[config.mk]
export PLATFORM = sky130hd
export DESIGN_NAME = instr_word_encoder_flat
export DESIGN_NICKNAME = d
export VERILOG_FILES = /design/src/rtl/instr_word_encoder_if.sv /design/src/rtl/instr_word_encoder.sv /design/src/flat_wrapper.sv
export SDC_FILE = /design/constraint.sdc
export NUM_CORES = 1
export LEC_CHECK = 0
export BUFFER_PORTS_ARGS = -buffer_cell sky130_fd_sc_hd__buf_2
export CORE_MARGIN = 8
export CORE_UTILIZATION = 35
export CTS_CLUSTER_SIZE = 24
export DETAILED_ROUTE_END_ITERATION = 10
export GPL_ROUTABILITY_DRIVEN = 0
export RECOVER_POWER = 100
export SLEW_MARGIN = 20
export SYNTH_ARGS = -nofsm -noshare
export SYNTH_HDL_FRONTEND = slang
export SYNTH_SLANG_ARGS = --single-unit
export TNS_END_PERCENT = 30
[constraint.sdc]
create_clock -name CLK -period 3.6 [get_ports CLK]
set_input_delay 0.54 -clock CLK [delete_from_list [all_inputs] [get_ports CLK]]
set_output_delay 0.54 -clock CLK [all_outputs]
set_load 0.01 [all_outputs]
[src/rtl/instr_word_encoder_if.sv]
// Request and instruction-memory write bus of the instruction word encoder.
// The master side issues symbolic requests and observes the memory writes
// and fill status; the slave side is the encoder itself.
interface instr_word_encoder_if #(
  parameter int ADDR_W = 6
);
  logic              in_valid;
  logic              in_ready;
  logic [2:0]        op_sel;
  logic [4:0]        rs;
  logic [4:0]        rt;
  logic [4:0]        rd;
  logic [15:0]       imm;
  logic              im_we;
  logic [ADDR_W-1:0] im_addr;
  logic [31:0]       im_wdata;
  logic [ADDR_W:0]   word_count;
  logic              full;
  logic              err;

  modport master (
    output in_valid, op_sel, rs, rt, rd, imm,
    input  in_ready, im_we, im_addr, im_wdata, word_count, full, err
  );

  modport slave (
    input  in_valid, op_sel, rs, rt, rd, imm,
    output in_ready, im_we, im_addr, im_wdata, word_count, full, err
  );
endinterface

[src/rtl/instr_word_encoder.sv]
// Instruction word encoder: turns symbolic requests (add, sub, addi, lw, sw,
// mul) into 32-bit MIPS words and writes them to consecutive instruction
// memory addresses starting at BASE_ADDR, stopping once DEPTH words are in.
module instr_word_encoder #(
  parameter int ADDR_W    = 6,
  parameter int BASE_ADDR = 0,
  parameter int DEPTH     = 64
) (
  input  logic                   CLK,
  input  logic                   Reset,
  input  logic                   clr,
  instr_word_encoder_if.slave    bus
);

  typedef enum logic [0:0] {
    LOAD = 1'b0,
    FULL = 1'b1
  } stateT;

  localparam logic [ADDR_W:0]   LAST_CNT = (ADDR_W+1)'(DEPTH - 1);
  localparam logic [ADDR_W-1:0] BASE_PTR = ADDR_W'(BASE_ADDR);
  localparam logic [ADDR_W-1:0] LAST_PTR = ADDR_W'(BASE_ADDR + DEPTH - 1);

  stateT             state;
  stateT             stateNext;
  logic [ADDR_W-1:0] writePtr;
  logic [ADDR_W-1:0] imAddr;
  logic [ADDR_W:0]   wordCount;
  logic [31:0]       imWdata;
  logic              imWe;
  logic              errFlag;
  logic              lastWrite;
  logic              inReady;
  logic              accept;
  logic              legal;
  logic [31:0]       encoded;

  // op_sel 110/111 are not part of the decoder's subset.
  function automatic logic isLegalOp(input logic [2:0] op);
    return (op <= 3'b101);
  endfunction

  // Field packing: opcode rs rt rd shamt funct, or opcode rs rt imm.
  function automatic logic [31:0] encodeInstr(
    input logic [2:0]  op,
    input logic [4:0]  rsF,
    input logic [4:0]  rtF,
    input logic [4:0]  rdF,
    input logic [15:0] immF
  );
    case (op)
      3'b000:  return {6'b000000, rsF, rtF, rdF, 5'b00000, 6'b100000};
      3'b001:  return {6'b000000, rsF, rtF, rdF, 5'b00000, 6'b100010};
      3'b010:  return {6'b001000, rsF, rtF, immF};
      3'b011:  return {6'b100011, rsF, rtF, immF};
      3'b100:  return {6'b101011, rsF, rtF, immF};
      3'b101:  return {6'b011100, rsF, rtF, rdF, 5'b00000, 6'b000010};
      default: return 32'h0000_0000;
    endcase
  endfunction

  // Handshake: a pending write that fills the memory blocks a new accept.
  always_comb begin
    lastWrite = imWe && (wordCount == LAST_CNT);
    inReady   = (state == LOAD) && !clr && !lastWrite;
    accept    = bus.in_valid && inReady;
    legal     = isLegalOp(bus.op_sel);
    encoded   = encodeInstr(bus.op_sel, bus.rs, bus.rt, bus.rd, bus.imm);
  end

  // State register.
  always_ff @(posedge CLK or negedge Reset) begin
    if (!Reset) begin
      state <= LOAD;
    end else begin
      state <= stateNext;
    end
  end

  // Next state: fill on the DEPTH-th counted write, leave only on clear.
  always_comb begin
    stateNext = state;
    case (state)
      LOAD: begin
        if (clr) begin
          stateNext = LOAD;
        end else if (lastWrite) begin
          stateNext = FULL;
        end else begin
          stateNext = LOAD;
        end
      end
      FULL: begin
        if (clr) begin
          stateNext = LOAD;
        end else begin
          stateNext = FULL;
        end
      end
      default: stateNext = LOAD;
    endcase
  end

  // Write strobe, address and data, pointer, count and sticky error.
  // The pointer advances at accept so back-to-back requests get consecutive
  // addresses; the count advances at the end of each write cycle.
  always_ff @(posedge CLK or negedge Reset) begin
    if (!Reset) begin
      imWe      <= 1'b0;
      imAddr    <= BASE_PTR;
      imWdata   <= 32'h0000_0000;
      writePtr  <= BASE_PTR;
      wordCount <= '0;
      errFlag   <= 1'b0;
    end else begin
      if (accept && legal) begin
        imWe    <= 1'b1;
        imAddr  <= writePtr;
        imWdata <= encoded;
      end else begin
        imWe    <= 1'b0;
      end
      if (clr) begin
        writePtr  <= BASE_PTR;
        wordCount <= '0;
        errFlag   <= 1'b0;
      end else begin
        if (accept && legal && (writePtr != LAST_PTR)) begin
          writePtr <= writePtr + ADDR_W'(1);
        end
        if (imWe) begin
          wordCount <= wordCount + (ADDR_W+1)'(1);
        end
        if (accept && !legal) begin
          errFlag <= 1'b1;
        end
      end
    end
  end

  assign bus.in_ready   = inReady;
  assign bus.im_we      = imWe;
  assign bus.im_addr    = imAddr;
  assign bus.im_wdata   = imWdata;
  assign bus.word_count = wordCount;
  assign bus.full       = (state == FULL);
  assign bus.err        = errFlag;

endmodule

[src/flat_wrapper.sv]
// flat-port wrapper written by rule: the top's interface ports become plain ports
module instr_word_encoder_flat 
#(
  parameter int ADDR_W    = 6,
  parameter int BASE_ADDR = 0,
  parameter int DEPTH     = 64
)
  (CLK, Reset, clr, bus_in_valid, bus_op_sel, bus_rs, bus_rt, bus_rd, bus_imm, bus_in_ready, bus_im_we, bus_im_addr, bus_im_wdata, bus_word_count, bus_full, bus_err);
  instr_word_encoder_if #(.ADDR_W(ADDR_W)) bus_i ();
  input  logic CLK;
  input  logic Reset;
  input  logic clr;
  input wire logic [$bits(bus_i.in_valid)-1:0] bus_in_valid;
  input wire logic [$bits(bus_i.op_sel)-1:0] bus_op_sel;
  input wire logic [$bits(bus_i.rs)-1:0] bus_rs;
  input wire logic [$bits(bus_i.rt)-1:0] bus_rt;
  input wire logic [$bits(bus_i.rd)-1:0] bus_rd;
  input wire logic [$bits(bus_i.imm)-1:0] bus_imm;
  output wire logic [$bits(bus_i.in_ready)-1:0] bus_in_ready;
  output wire logic [$bits(bus_i.im_we)-1:0] bus_im_we;
  output wire logic [$bits(bus_i.im_addr)-1:0] bus_im_addr;
  output wire logic [$bits(bus_i.im_wdata)-1:0] bus_im_wdata;
  output wire logic [$bits(bus_i.word_count)-1:0] bus_word_count;
  output wire logic [$bits(bus_i.full)-1:0] bus_full;
  output wire logic [$bits(bus_i.err)-1:0] bus_err;
  assign bus_i.in_valid = bus_in_valid;
  assign bus_i.op_sel = bus_op_sel;
  assign bus_i.rs = bus_rs;
  assign bus_i.rt = bus_rt;
  assign bus_i.rd = bus_rd;
  assign bus_i.imm = bus_imm;
  assign bus_in_ready = bus_i.in_ready;
  assign bus_im_we = bus_i.im_we;
  assign bus_im_addr = bus_i.im_addr;
  assign bus_im_wdata = bus_i.im_wdata;
  assign bus_word_count = bus_i.word_count;
  assign bus_full = bus_i.full;
  assign bus_err = bus_i.err;
  instr_word_encoder #(.ADDR_W(ADDR_W), .BASE_ADDR(BASE_ADDR), .DEPTH(DEPTH)) u_core (.CLK(CLK), .Reset(Reset), .clr(clr), .bus(bus_i));
endmodule
==> flow_summary.ini, run 1 <==
[cells_and_area]
final.fill_count = 717
final_area_mm2 = 0.00281
drive_gt1_frac = 0.182
antenna_cells = 0
layout.nets = 331
syn_to_final_growth_pct = 16.4
post-route-util = 0.416

[power_and_ir_drop]
powerDensity_mw_per_mm2 = 450
total_power_uw = 1270
power_leakage_uw = 0.00128
ir_drop_uv = 195

[timing]
fmax_ghz = 0.378
finalSetupTns_ps = 0
worst_hold_slack_ps = 433
slew_headroom = 0.0657
hold_violations = 0
rsz0062_at_grt = no
maxSlewViolCount = 0
post-route-period-util = 0.736
worst_slew_pin_slew_ps = 1400
setup-violations-final = 0
skew_ps = 7.96
period_needed_ps = 2650

[grt]
grt_antenna_before_repair = 0
grt_overflow = 0
grt_usage = 0.118
grt_pass1_wl_um = 9450
grt_pass1_vias = 1961
grt_max_degree = 36

[clock_tree]
clkSinkCount = 51
root_buffer = clkbuf_8
cts_tree = built
clkLatencyLatePin_ps = 300
path_clk_slew_ps = 90
numCtsBuffers = 5
cts_setup_buffers = 0
htreeDepth = 2
clockBufferDepth = 2
hold_buffers = 0
cts_resized = 0

[worst_setup_path]
cp_max_fo = 24
worst-setup-path-type = flip-flop to flip-flop
crit_path_start_kind = flip-flop
cp-end-kind = flip-flop
reg2reg_depth = 5
r2r_slack_ps = 950
worstPathRequired_ps = 3800
rr_startpoint = u_core.bus.word_count[0]
crit_arrival_ps = 2840
rr_endpoint = u_core.bus.im_wdata[1]

[detailed_routing]
antenna_left = 0
drtIter0Drc = 135
vias = 1841
vias_per_cell = 4.95
firstDrtPassIters = 4
wl_per_cell_um = 15.7
wirelength_um = 5830
drc = 0

[status]
status = finished clean

[synthesis]
synth_seq_cells = 51
yosys_warnings = 0
syn_area_mm2 = 0.00242
syn_inst = 212
synth_area_per_cell_um2 = 11.4
async_reset_ff_frac = 1.00
synth-edff-count = 0
yosysTopAreaCell = dfrtp_1
yosysUniqueCellTypes = 42
yosys-top-cells-count = dfrtp_1 (51), o21ai_0 (33), nand2_1 (18)
syn-num-nets = 252
synth_area_leaders = dfrtp_1 (53%), o21ai_0 (6.8%), mux2_4 (6.2%)
yosysTopAreaCellShare = 0.528
synth.most_common_cell = dfrtp_1
ys.flop_type = dfrtp_1
synth-seq-area-share = 0.528

[placement]
placed_cell_area_mm2 = 0.00285
port_buffers = 86
dp_hpwl_um = 4220

[die]
dieHeight_um = 99.1
die_w_um = 99.1
die_area_mm2 = 0.00982
rows = 30
coreArea_mm2 = 0.00676
floorplan.initialDensity = 0.358
io_pins = 87

[run]
cap_violations = 0

[min_path]
hp-class = input pin to asynchronous set/reset pin
power by group:
part	leakage [µW]	total [µW]	internal, µW	switching (µW)
clock network	0.0000515	365	176	189
logic	0.000569	226	90.7	136
registers	0.000660	675	637	38.4
routing by layer:
layer,routed length [µm],part of all wire,track usage
met1,2550,0.44,0.138
met4,57,0.0098,0.0314
met2,2760,0.47,0.196
met5,0,0,0
met3,466,0.080,0.0479
through the flow:
| stage | setup slack (ps) | std cells |
|---|---|---|
| global route | 727 | 372 |
| global placement | 1520 | 364 |
| CTS | 1140 | 372 |
| detailed placement | 1450 | 364 |
| floorplan | 1690 | 212 |
| finish | 951 | 372 |
area by class of cell:
type / instances / area [µm²] / area share
sequential: 51 / 1280 / 0.454
timing repair buffer: 87 / 375 / 0.133
multi-input combinational: 141 / 942 / 0.335
clock buffer: 8 / 100 / 0.0356
tap: 80 / 100 / 0.0356
inverter: 5 / 18.8 / 0.00667
cell usage in the layout (no fill, tap or decap), drive strengths merged, types with 2 or more instances in the layout:
cell / n
nor2b: 2
and3: 2
o21ai: 33
nand3: 6
nand2: 19
buf: 37
o32ai: 2
nand2b: 4
or4: 2
nor3: 5
inv: 5
xor2: 3
nor4: 3
mux2i: 8
clkbuf: 58
dfrtp: 51
nand4: 2
nor2: 10
a31oi: 2
ha: 2
mux2: 17
a21oi: 7
registers in the layout (all words and copies together) (netlist names):
register and count:
u_core.bus.im_wdata 29, u_core.bus.word_count 7, u_core.bus.im_addr 6, u_core.writePtr 6, u_core.bus.err 1, u_core.bus.full 1
u_core.bus.im_we 1
worst max path at each step:
stage	cells past startpoint	end	start	slack, ps
2_1_floorplan	4	bus_in_ready	u_core.bus.word_count[0]	1690
3_3_place_gp	5	u_core.bus.im_wdata[1]	u_core.bus.word_count[0]	1520
3_5_place_dp	5	u_core.bus.im_wdata[1]	u_core.bus.word_count[0]	1450
4_1_cts	5	bus_in_ready	u_core.bus.word_count[0]	1140
5_1_grt	5	u_core.bus.im_wdata[1]	u_core.bus.word_count[0]	730
6_report	5	u_core.bus.im_wdata[1]	u_core.bus.word_count[0]	950
kinds of logic after synthesis:
kind of cell / Yosys count / synth area share
adder cells (fa/ha/maj): 2 / 0.0104
AO/OA/AOI/OAI: 52 / 0.136
AND/OR/NAND/NOR: 58 / 0.132
multiplexers: 25 / 0.128
buffers and inverters: 20 / 0.0513
XOR/XNOR: 4 / 0.0145
flip-flops: 51 / 0.528
worst max-delay path, cell delays in order, from the launching register on:
cell,delay [ps]
dfrtp_1,410
ha_1,180
nand4_1,230
o311ai_2,1210
o21ai_0,230
a211o_1,270
Note: power is estimated with default switching activity, not from simulation.
==> inputs of run 2 (changes only) <==
--- a/config.mk
+++ b/config.mk
@@ -5,6 +5,7 @@
 export SDC_FILE = /design/constraint.sdc
 export NUM_CORES = 1
 export LEC_CHECK = 0
+export ABC_AREA = 1
 export BUFFER_PORTS_ARGS = -buffer_cell sky130_fd_sc_hd__buf_2
 export CORE_MARGIN = 8
 export CORE_UTILIZATION = 35
==> constraint.sdc (replaced) <==
create_clock -name CLK -period 2.5 [get_ports CLK]
set_input_delay 0.375 -clock CLK [delete_from_list [all_inputs] [get_ports CLK]]
set_output_delay 0.375 -clock CLK [all_outputs]
set_load 0.01 [all_outputs]
==> run 2 against run 1 <==
Combinational power grew 35%. Sequential share of layout area grew 0.16 points. Final area shrank 0.36%. Flip-flop and latch count is the same. Critical path depth grew 3.
==> flow_summary.ini, run 2 <==
[status]
status = finished clean

[synthesis]
yosysTopAreaCell = dfrtp_1
ys.flop_type = dfrtp_1
async_reset_ff_frac = 1.00
yosys-top-cells-count = nand2_1 (126), dfrtp_1 (51), nand3_1 (20)
syn_inst = 276
synthSimpleGateAreaFrac = 0.316
synth_area_per_cell_um2 = 8.46
syn_area_mm2 = 0.00233
synth_seq_cells = 51
synth_area_leaders = dfrtp_1 (55%), nand2_1 (20%), nand3_1 (4.3%)
synthAdderAreaFrac = 0.0107
yosysTopAreaCellShare = 0.547
synthXorXnorAreaFrac = 0.00375
yosysUniqueCellTypes = 25
muxShareOfSynthArea = 0
synth.most_common_cell = nand2_1
syn-num-nets = 316
synth_top_family_by_area = simple AND/OR/NAND/NOR gates
synth-edff-count = 0
synth-seq-area-share = 0.547
yosys_warnings = 0
synth_compound_area_frac = 0.0531

[cells_and_area]
post-route-util = 0.439
syn_to_final_growth_pct = 20.0
layout.nets = 403
layout_commonest_cell = nand2_1
final.fill_count = 688
fin_cells = 441
final_area_mm2 = 0.00280
ff_latch_area_mm2 = 0.00128
antenna_cells = 0
multi_input_area_um2 = 868
largest_register_ff_count = 29
final_cell_mix = nand2_1 (127), clkbuf_1 (54), dfrtp_1 (51), buf_2 (35), nand3_1 (21)
drive_gt1_frac = 0.143

[worst_setup_path]
worst-setup-path-type = flip-flop to flip-flop
crit_arrival_ps = 2280
worstPathRequired_ps = 2740
cp-end-kind = flip-flop
cp_max_fo = 22
crit_path_start_kind = flip-flop

[detailed_routing]
drtIter0Drc = 78
drc = 0
wl_per_cell_um = 13.4
antenna_left = 0
wirelength_um = 5910
vias = 2017
vias_per_cell = 4.57
firstDrtPassIters = 4

[run]
cap_violations = 0

[die]
die_w_um = 97.7
io_pins = 87
rows = 29
die_area_mm2 = 0.00954
dieHeight_um = 97.7
floorplan.initialDensity = 0.366
coreArea_mm2 = 0.00639

[grt]
grt_max_degree = 37
grt_usage = 0.123
grt_overflow = 0
grt_antenna_before_repair = 0
grt_pass1_wl_um = 9790
grt_pass1_vias = 2037

[clock_tree]
cts_resized = 0
hold_buffers = 1
clkLatencyLatePin_ps = 290
root_buffer = clkbuf_8
numCtsBuffers = 5
path_clk_slew_ps = 90
clockBufferDepth = 2
htreeDepth = 2
clkSinkCount = 51
cts_tree = built
cts_setup_buffers = 0

[timing]
finalSetupTns_ps = 0
setup-violations-final = 0
period_needed_ps = 2040
hold_violations = 0
maxSlewViolCount = 0
worst_slew_pin_slew_ps = 886
post-route-period-util = 0.818
fmax_ghz = 0.489
slew_headroom = 0.409
rsz0062_at_grt = no
skew_ps = 6.30

[placement]
placed_cell_area_mm2 = 0.00279
dp.cells = 432
dp_hpwl_um = 4450
port_buffers = 86

[power_and_ir_drop]
power_leakage_uw = 0.00148
powerDensity_mw_per_mm2 = 635
ir_drop_uv = 297
total_power_uw = 1780

[min_path]
hp-class = input pin to flip-flop
-- run 2: cell count changes after synthesis, moves of 4 or more --
cell,delta
o21ai_0,-25
inv_1,+11
nor3_1,-5
nand2_1,+108
o21ai_1,+5
nor2_1,+4
mux2_2,-6
buf_2,-5
nand3_1,+14
buf_6,+4
mux2i_1,-8
mux2_4,-10
nand2b_1,-4
-- run 2: path summary, 6_finish.rpt --
path | start | cells after the start | to | slack, ps
max | u_core.bus.word_count[0] | 8 | u_core.bus.im_wdata[4] | 460
min | bus_rs[1] | 3 | u_core.bus.im_wdata[22] | 270
max reg2reg | u_core.bus.word_count[0] | 8 | u_core.bus.im_wdata[4] | 460
min reg2reg | u_core.bus.im_wdata[17] | 2 | u_core.bus.im_wdata[17] | 480
max in group asynchronous | Reset | 3 | u_core.bus.im_addr[4] | 790
min in group asynchronous | Reset | 2 | u_core.bus.im_addr[0] | 710
-- run 2: kinds of logic after synthesis --
kind of cell    after synthesis
compound gates               22
xor+xnor                      1
fa+ha+maj                     2
buf+inv                      28
flops                        51
simple gates                172
-- run 2: layer usage --
metal,vias up,track usage,part of all wire
met3,7,0.0356,0.062
met2,57,0.193,0.46
met4,0,0.0490,0.016
li1,1041,-,-
met5,-,0,0
met1,912,0.154,0.46
-- run 2: power by group --
part / internal, µW / total (µW) / switching, µW
combinational: 107 / 306 / 199
clock: 253 / 515 / 261
sequential: 907 / 960 / 52.6
total: 1270 / 1780 / 513
-- run 2: metrics by stage --
step,setup WS [ps],hold WS [ps]
after CTS,519,260
after global routing,232,258
final,455,269
after floorplan,935,79.4
after global placement,749,306
after detailed placement,712,316
-- run 2: worst max-delay path, cell delays in order, from the launching register on --
cell     delay, ps
dfrtp_1        420
ha_1           240
nand3_1        130
nor2_2          40
nand2_1        100
nand4_4        300
nor2_1         560
nand2_1        110
nand2_1         80
-- run 2: final cells by class --
type,count,area share
Tap cell,77,0.0344
Clock buffer,8,0.0357
Multi-Input combinational cell,197,0.310
Timing Repair Buffer,90,0.140
Sequential cell,51,0.455
Inverter,18,0.0250
